File: config.mk
export PLATFORM = sky130hd
export DESIGN_NAME = cfg_fetch
export DESIGN_NICKNAME = d
export VERILOG_FILES = /design/src/rtl/cfg_pkg.sv /design/src/rtl/cfg_rsp_fifo.sv /design/src/rtl/cfg_fetch.sv
export SDC_FILE = /design/constraint.sdc
export NUM_CORES = 1
export LEC_CHECK = 0
export BUFFER_PORTS_ARGS = -buffer_cell sky130_fd_sc_hd__clkbuf_2
export CORE_MARGIN = 3
export CORE_UTILIZATION = 55
export DETAILED_ROUTE_END_ITERATION = 10
export GPL_TIMING_DRIVEN = 0
export PLACE_DENSITY_LB_ADDON = 0.08
export RECOVER_POWER = 25
export REMOVE_ABC_BUFFERS = 1
export SKIP_CTS_REPAIR_TIMING = 1
export SLEW_MARGIN = 10
export SYNTH_ARGS = -nofsm -noshare
export SYNTH_HDL_FRONTEND = slang
export SYNTH_SLANG_ARGS = --single-unit
File: constraint.sdc
create_clock -name clk -period 2.6 [get_ports clk]
set_clock_uncertainty 0.1 [all_clocks]
set_input_delay 0.26 -clock clk [delete_from_list [all_inputs] [get_ports clk]]
set_output_delay 0.26 -clock clk [all_outputs]
set_load 0.005 [all_outputs]
File: src/rtl/cfg_pkg.sv
// Shared parser configuration constants and the config-lookup response record.
package cfg_pkg;

  localparam int CFG_ADDR_WIDTH = 4;
  localparam int CFG_DATA_WIDTH = 32;
  localparam int CFG_TAG_WIDTH  = 4;

  typedef struct packed {
    logic [CFG_DATA_WIDTH-1:0] data;
    logic [CFG_TAG_WIDTH-1:0]  tag;
  } cfg_rsp_t;

endpackage

File: src/rtl/cfg_rsp_fifo.sv
// Synchronous FIFO with occupancy count, flush and a held read port.
// When empty, the read port keeps showing the last entry it presented (0 after reset).
module cfg_rsp_fifo #(
  parameter  int WIDTH = 36,
  parameter  int DEPTH = 4,
  localparam int PTR_W = $clog2(DEPTH),
  localparam int CNT_W = $clog2(DEPTH + 1)
) (
  input  logic             clk,
  input  logic             rst_n,
  input  logic             flush_i,
  input  logic             push_i,
  input  logic [WIDTH-1:0] wdata_i,
  input  logic             pop_i,
  output logic [WIDTH-1:0] rdata_o,
  output logic [CNT_W-1:0] cnt_o
);

  logic [WIDTH-1:0] mem_q [DEPTH];
  logic [PTR_W-1:0] wr_ptr_q, rd_ptr_q;
  logic [CNT_W-1:0] cnt_q;
  logic [WIDTH-1:0] hold_q;
  logic             not_empty;
  logic             do_pop;

  // Depth need not be a power of two, so wrap explicitly.
  function automatic logic [PTR_W-1:0] ptr_inc(input logic [PTR_W-1:0] p);
    if (p == PTR_W'(DEPTH - 1)) return '0;
    return p + PTR_W'(1);
  endfunction

  assign not_empty = (cnt_q != '0);
  assign do_pop    = pop_i & not_empty;

  always_ff @(posedge clk) begin
    if (push_i && !flush_i) mem_q[wr_ptr_q] <= wdata_i;
  end

  always_ff @(posedge clk or negedge rst_n) begin
    if (!rst_n) begin
      wr_ptr_q <= '0;
      rd_ptr_q <= '0;
      cnt_q    <= '0;
      hold_q   <= '0;
    end else begin
      if (not_empty) hold_q <= mem_q[rd_ptr_q];
      if (flush_i) begin
        wr_ptr_q <= '0;
        rd_ptr_q <= '0;
        cnt_q    <= '0;
      end else begin
        if (push_i) wr_ptr_q <= ptr_inc(wr_ptr_q);
        if (do_pop) rd_ptr_q <= ptr_inc(rd_ptr_q);
        case ({push_i, do_pop})
          2'b10:   cnt_q <= cnt_q + CNT_W'(1);
          2'b01:   cnt_q <= cnt_q - CNT_W'(1);
          default: cnt_q <= cnt_q;
        endcase
      end
    end
  end

  assign rdata_o = not_empty ? mem_q[rd_ptr_q] : hold_q;
  assign cnt_o   = cnt_q;

  a_no_overflow: assert property (@(posedge clk) disable iff (!rst_n)
    !(push_i && (cnt_q == CNT_W'(DEPTH)) && !do_pop));

endmodule

File: src/rtl/cfg_fetch.sv
// Config lookup front-end for cfg_ram: issues the ROM address on accept, captures the
// word one cycle later with its tag, and buffers responses against downstream stalls.
module cfg_fetch
  import cfg_pkg::*;
#(
  parameter int ADDR_WIDTH = CFG_ADDR_WIDTH,
  parameter int DATA_WIDTH = CFG_DATA_WIDTH,
  parameter int TAG_WIDTH  = CFG_TAG_WIDTH,
  parameter int FIFO_DEPTH = 4
) (
  input  logic                  clk,
  input  logic                  rst,
  input  logic                  flush,
  input  logic                  req_valid,
  output logic                  req_ready,
  input  logic [ADDR_WIDTH-1:0] req_addr,
  input  logic [TAG_WIDTH-1:0]  req_tag,
  output logic [ADDR_WIDTH-1:0] rom_addr,
  input  logic [DATA_WIDTH-1:0] rom_dout,
  output logic                  rsp_valid,
  input  logic                  rsp_ready,
  output logic [DATA_WIDTH-1:0] rsp_data,
  output logic [TAG_WIDTH-1:0]  rsp_tag,
  output logic                  busy
);

  localparam int CNT_W = $clog2(FIFO_DEPTH + 1);
  localparam int FW    = DATA_WIDTH + TAG_WIDTH;

  logic                 s1_valid_q, s1_valid_d;
  logic [TAG_WIDTH-1:0] s1_tag_q, s1_tag_d;
  logic [CNT_W-1:0]     cnt;
  logic [CNT_W:0]       occ;
  logic [FW-1:0]        fifo_rdata;
  logic                 acc;

  assign rom_addr = req_addr;

  // Accept only while every read already in flight plus this one has a FIFO slot.
  assign occ       = {1'b0, cnt} + {{CNT_W{1'b0}}, s1_valid_q};
  assign req_ready = (occ < (CNT_W + 1)'(FIFO_DEPTH));
  assign acc       = req_valid & req_ready;

  always_comb begin
    s1_valid_d = acc & ~flush;
    s1_tag_d   = acc ? req_tag : s1_tag_q;
  end

  always_ff @(posedge clk or negedge rst) begin
    if (!rst) begin
      s1_valid_q <= 1'b0;
      s1_tag_q   <= '0;
    end else begin
      s1_valid_q <= s1_valid_d;
      s1_tag_q   <= s1_tag_d;
    end
  end

  cfg_rsp_fifo #(
    .WIDTH (FW),
    .DEPTH (FIFO_DEPTH)
  ) u_fifo (
    .clk     (clk),
    .rst_n   (rst),
    .flush_i (flush),
    .push_i  (s1_valid_q),
    .wdata_i ({rom_dout, s1_tag_q}),
    .pop_i   (rsp_ready),
    .rdata_o (fifo_rdata),
    .cnt_o   (cnt)
  );

  assign rsp_valid           = (cnt != '0);
  assign {rsp_data, rsp_tag} = fifo_rdata;
  assign busy                = s1_valid_q | (cnt != '0);

endmodule

; After elaboration in Yosys (flattened, before gate mapping)
; Memory sizes are Yosys's and may differ from the RTL's.
; Index checks and enable logic that the tools add are counted.
[classes]
n_reduce_logical = 6
n_bitwise = 5
n_lt_le_gt_ge = 1
n_mux = 19
mul = 0
n_eq_ne = 4
add_sub_neg = 5
shift = 0
div_mod_pow = 0
[ops]
columns = op, count
row1 = 36-bit two-way mux, 1
row2 = 2-bit two-way mux, 8
row3 = 1-bit two-way mux, 8
row4 = 2-bit equality test (second input constant), 3
row5 = 3-bit one-hot mux with 2 select lines, 1
row6 = 3-bit nonzero test, 2
row7 = 2-bit by 1-bit adder with 2-bit output (second input constant), 2
row8 = 3-bit by 1-bit adder with 4-bit output, 1
row9 = 4-bit by 3-bit less-than comparator with 1-bit output (second input constant), 1
row10 = 2-bit nonzero test, 2
row11 = 3-bit by 1-bit adder with 3-bit output (second input constant), 1
row12 = 1-bit bitwise AND, 3
row13 = 3-bit two-way mux, 1
row14 = 3-bit by 1-bit subtractor with 3-bit output (second input constant), 1
row15 = 2-bit by 1-bit equality test with 1-bit output (second input constant), 1
row16 = 1-bit logical AND, 1
row17 = 1-bit logical NOT, 1
row18 = 1-bit inverter, 1
row19 = 1-bit OR, 1
[totals]
register_bits = 48
word_cells = 47
mem_bits_rw = 144
latchBits = 0
out_inout_bits = 43
rom_bits = 0
inputBits = 45
memories = 1
[mem_list]
columns = memory, words, width, read_ports, rd_ports_with_merged_regs, wr, line
row1 = u_fifo.mem_q, 4, 36, 1, 0, 1, cfg_rsp_fifo.sv:19  ; logic [WIDTH-1:0] mem_q [DEPTH];

; Depth between registers and ports, before layout
[logic_depth]
depth_word = 7
depth_mapped = 6
ltp_nobuf = 6

; Modules after synthesis
; A second synthesis with hierarchy kept.
[unflattened]
hier_cells = 334
area_unflattened_um2 = 7264.5
[by_module_without_submodules]
columns = module, cells_each, area_per_inst_um2, instances, seq_area_each_um2
row1 = cfg_rsp_fifo, 315, 7024.2, 1, 5400.2
row2 = cfg_fetch, 19, 240.2, 1, 125.1

; Worst setup path before layout
; No wires, ideal clock.
[synth_path]
path_kind = reg2reg
startpoint = reg s1_valid_q
endpoint = mem u_fifo.mem_q[0][0] (enable)
stages_incl_launch_ff = 4
required_ps = 2103
path_slack_ps = 270
period_less_slack_ps = 2330
setup_ps = 397
path_buffers = 1
arrival_ps = 1833
cell_sequence = dfrtp_1 > buf_1 > nor2b_1 > and2_1
[synth_between]
elab_chain_cells = 3
[synth_rtl]
columns = item, line
row1 = from (decl), cfg_fetch.sv:30  ; logic s1_valid_q, s1_valid_d;
row2 = from (signal assigned), cfg_fetch.sv:54  ; s1_valid_q <= s1_valid_d;
row3 = 1-bit logical AND, cfg_rsp_fifo.sv:36  ; if (push_i && !flush_i) mem_q[wr_ptr_q] <= wdata_i;
row4 = 1-bit two-way mux, cfg_rsp_fifo.sv:36
row5 = 1-bit two-way mux (not written as such), cfg_rsp_fifo.sv:36
row6 = to (decl), cfg_rsp_fifo.sv:19
; Every way passes these cells.

; Final worst setup path
[layout_path]
startpoint = reg u_fifo.cnt_q[2] (netlist: u_fifo.cnt_o[2])
endpoint = out rsp_data[15]
[layout_between]
elab_chain_cells = 2
[layout_rtl]
columns = item, line
row1 = from (decl), cfg_rsp_fifo.sv:21  ; logic [CNT_W-1:0] cnt_q;
row2 = from (signal assigned), cfg_rsp_fifo.sv:55  ; 2'b10: cnt_q <= cnt_q + CNT_W'(1);
row3 = from (signal assigned), cfg_rsp_fifo.sv:56  ; 2'b01: cnt_q <= cnt_q - CNT_W'(1);
row4 = from (signal assigned), cfg_rsp_fifo.sv:57  ; default: cnt_q <= cnt_q;
row5 = 3-bit nonzero test, cfg_rsp_fifo.sv:32  ; assign not_empty = (cnt_q != '0);
row6 = 36-bit two-way mux, cfg_rsp_fifo.sv:63  ; assign rdata_o = not_empty ? mem_q[rd_ptr_q] : hold_q;
row7 = to (decl), cfg_fetch.sv:22  ; output logic [DATA_WIDTH-1:0] rsp_data,
; Every way passes these cells.

==> run_results.csv <==
group,metric,value,unit
status,status,"finished clean",
worst_hold_path,min_to,"u_fifo.rd_ptr_q[0]",
synthesis,ys_types,32,
worst_setup_path,r2r_slack,0.34,ns
floorplan,core-area,12800,sq um
final_layout,nNetsFinal,516,
worst_setup_path,arrival,2.13,ns
worst_setup_path,cp_max_fo,10,
cts,cts_tree,"built",
grt,grtUsageTotal,0.184,
drt,antenna_left,0,
sta,slew-limit-headroom,0.492,
sta,finalWorstSetupSlack,0.110,ns
place,place_congestion,0.713,
drt,wl_met2,6.89,mm
sta,setup_viol,0,
power_and_ir_drop,power_switching,2.28,mW
power_and_ir_drop,clockPowerShare,0.319,
cts,htreeDepth,4,
cts,cts_buffer_depth,2,
final_layout,syn2layout_area_growth,23.9,%
grt,grt_pass1_wl,19.5,mm
power_and_ir_drop,p_leak,3.23,nW
synthesis,ys_seq_elements,192,
grt,grt-ovfl-total,0,
synthesis,netlist_area,7250,sq um
sta,min_period_over_period,0.958,
synthesis,synth_xor_area_frac,0.00362,
cts,cts.sinks,192,
cts,root_buffer,"clkbuf_16",
power_and_ir_drop,fin_total_pwr,9.18,mW
final_layout,finalNonFillerCells,650,
sta,min_period,2.49,ns
grt,grt_pass1_vias,3504,
flow_run,cap_violations,0,
worst_setup_path,worst-r2r-cell-count,6,
worst_setup_path,r2r-end,"u_fifo.cnt_o[2]",
synthesis,synthAdderAreaFrac,0.0114,
drt,route.detailed.drc,0,
worst_hold_path,hold-path-cell-count,2,
worst_hold_path,hp-start,"flush",
synthesis,synth_compound_area_frac,0.0102,
sta,rsz0062_at_grt,"false",
place,place_ws,0.221,ns
sta,holdWs,0.0255,ns
cts,clkLatencyLatePin,0.42,ns
floorplan,num_io_pins,88,
floorplan,die-area,14600,sq um
final_layout,post-route-util,0.704,
final_layout,drive_gt1_frac,0.385,
sta,clock.fmax,0.402,GHz
place,dp.cells,576,
power_and_ir_drop,switching_share,0.248,
floorplan,initial_utilization,0.568,
worst_setup_path,worstReg2RegStart,"u_fifo.cnt_o[1]",
floorplan,rows,41,
sta,slew_violations,0,
place,dp_hpwl,7.35,mm
sta,tightestPinTransition,0.762,ns
grt,antenna_found_initial,0,
worst_setup_path,critPathCaptureType,"output port",
drt,top_layer_used,"met4",
place,io_buffer_count,79,
drt,wl_per_cell,20.2,um
final_layout,fillCellCount,820,
synthesis,syn_area_per_cell,21.7,sq um
synthesis,yosys-mux-area-fraction,0.178,
drt,vias,3553,
power_and_ir_drop,intPower,6.90,mW
drt,wl_met3,395,um
cts,cts_buffers,17,
drt,drtIter0Drc,247,
worst_setup_path,worstPathRequired,2.24,ns
drt,wl_met1,5.67,mm
drt,drt_pass1_iterations,4,
final_layout,multiInputGateArea,1610,sq um
worst_setup_path,worst_setup_path_start_kind,"flop",
power_and_ir_drop,p_comb_frac,0.257,
synthesis,synthSimpleGateAreaFrac,0.0167,
floorplan,dieHeight,121,um
synthesis,netlist_instances,334,
power_and_ir_drop,p_seq_frac,0.424,
power_and_ir_drop,vdd.ir_drop.worst,0.606,mV
synthesis,yosysWarnings,0,
cts,path_clk_slew,0.07,ns
synthesis,synth_top_family_by_area,"multiplexers",
worst_hold_path,hold_path_class,"in2reg",
drt,wl,13.2,mm
drt,vias_per_cell,5.47,
sta,hold_violations,0,
final_layout,final-seq-area,5530,sq um
final_layout,diodes,0,
power_and_ir_drop,cellPowerDensity,1020,nW/um^2
worst_setup_path,critPathKind,"reg2out",
grt,grt_max_degree,49,
synthesis,ys_seq_area_frac,0.762,
floorplan,die_w,121,um
==> logic make-up after synthesis <==
family	count (synthesis)
flops	192
compound gates	9
xor+xnor	3
simple gates	23
fa+ha+maj	6
buf+inv	22
mux	79
==> Yosys cell counts <==
library cell | number | area, sq um
a211oi_1 | 1 | 7.51
a21oi_1 | 2 | 10.0
a2bb2oi_1 | 1 | 8.76
a31oi_1 | 1 | 6.26
and2_1 | 4 | 25.0
and3_1 | 1 | 6.26
and3b_1 | 1 | 8.76
buf_1 | 1 | 3.75
buf_2 | 5 | 25.0
buf_4 | 6 | 45.0
buf_6 | 3 | 33.8
clkbuf_1 | 3 | 11.3
dfrtp_1 | 48 | 1200
edfxtp_1 | 144 | 4320
fa_1 | 1 | 20.0
ha_1 | 5 | 62.6
inv_1 | 4 | 15.0
mux2_2 | 40 | 450
mux2i_1 | 3 | 30.0
mux4_2 | 36 | 811
nand2_1 | 3 | 11.3
nand2b_1 | 1 | 6.26
nor2_1 | 8 | 30.0
nor2b_1 | 1 | 6.26
nor3_1 | 1 | 5.00
nor3b_1 | 1 | 7.51
nor4b_1 | 1 | 8.76
o21ai_0 | 2 | 10.0
o311a_1 | 1 | 10.0
o31ai_4 | 1 | 21.3
or3_1 | 1 | 6.26
xnor2_1 | 3 | 26.3
==> through the flow <==
step           cell area, sq um  TNS [ns]
4_1_cts                    8570     -7.89
5_1_grt                    8990         0
6_report                   8990         0
3_3_place_gp               7750   -343.67
2_1_floorplan              7140    -95.78
3_5_place_dp               7900         0
==> cells in the final DEF, fill, tap and decap left out, types with 4 or more instances in the layout <==
master | netlist | final
buf_4 | 6 | 6
mux4_2 | 36 | 36
buf_12 | 0 | 6
clkinv_1 | 0 | 4
nor2_1 | 8 | 8
ha_1 | 5 | 5
clkbuf_16 | 0 | 17
clkbuf_1 | 3 | 23
bufinv_16 | 0 | 7
and2_2 | 0 | 4
inv_1 | 4 | 4
clkbuf_2 | 0 | 56
dfrtp_1 | 48 | 44
mux2_2 | 40 | 40
edfxtp_1 | 144 | 144
dlygate4sd3_1 | 0 | 37
==> worst max-delay path, stage by stage, from the launching register on <==
cell	delay (ns)
dfrtp_1	0.47
nor3_4	0.27
buf_4	0.25
buf_4	0.22
mux2_2	0.37
clkbuf_2	0.12
==> sequential cells by signal, indices dropped and copies added, names as in the netlist <==
register,count
u_fifo.cnt_o,3
u_fifo.wr_ptr_q,2
s1_tag_q,4
u_fifo.mem_q,144
s1_valid_q,1
u_fifo.rd_ptr_q,2
u_fifo.hold_q,36
==> final cells by class <==
type | count | share of cell area
repair buffers | 130 | 0.105
inverters | 4 | 0.00167
clock buffers | 18 | 0.0477
flip-flops and latches | 192 | 0.615
well taps | 172 | 0.0239
clock inverters | 14 | 0.0270
multi-input cells | 120 | 0.179
==> how the worst max path moves through the flow <==
| stage | startpoint | end | cells after the start |
|---|---|---|---|
| 2_1_floorplan | u_fifo.cnt_o[0] | rsp_data[0] | 2 |
| 3_3_place_gp | u_fifo.cnt_o[0] | rsp_tag[3] | 3 |
| 3_5_place_dp | u_fifo.cnt_o[1] | rsp_data[15] | 5 |
| 4_1_cts | u_fifo.rd_ptr_q[0] | rsp_data[3] | 3 |
| 5_1_grt | u_fifo.cnt_o[0] | rsp_data[15] | 5 |
| 6_report | u_fifo.cnt_o[2] | rsp_data[15] | 5 |
==> routing by layer <==
metal,vias up,track usage
met5,-,0
met4,0,0.0708
met3,14,0.0449
met2,83,0.302
met1,1857,0.241
li1,1599,-
==> power by group through the flow <==
stage | Clock, mW | Sequential [mW] | Combinational (mW)
6_report | 2.93 | 3.89 | 2.36
5_1_grt | 3.07 | 3.93 | 2.56
4_1_cts | 2.96 | 3.99 | 2.15
3_5_place_dp | 0 | 4.05 | 2.14
3_3_place_gp | 0 | 4.03 | 1.58
2_1_floorplan | 0 | 3.96 | 1.25
Note: power is estimated with default switching activity, not from simulation.
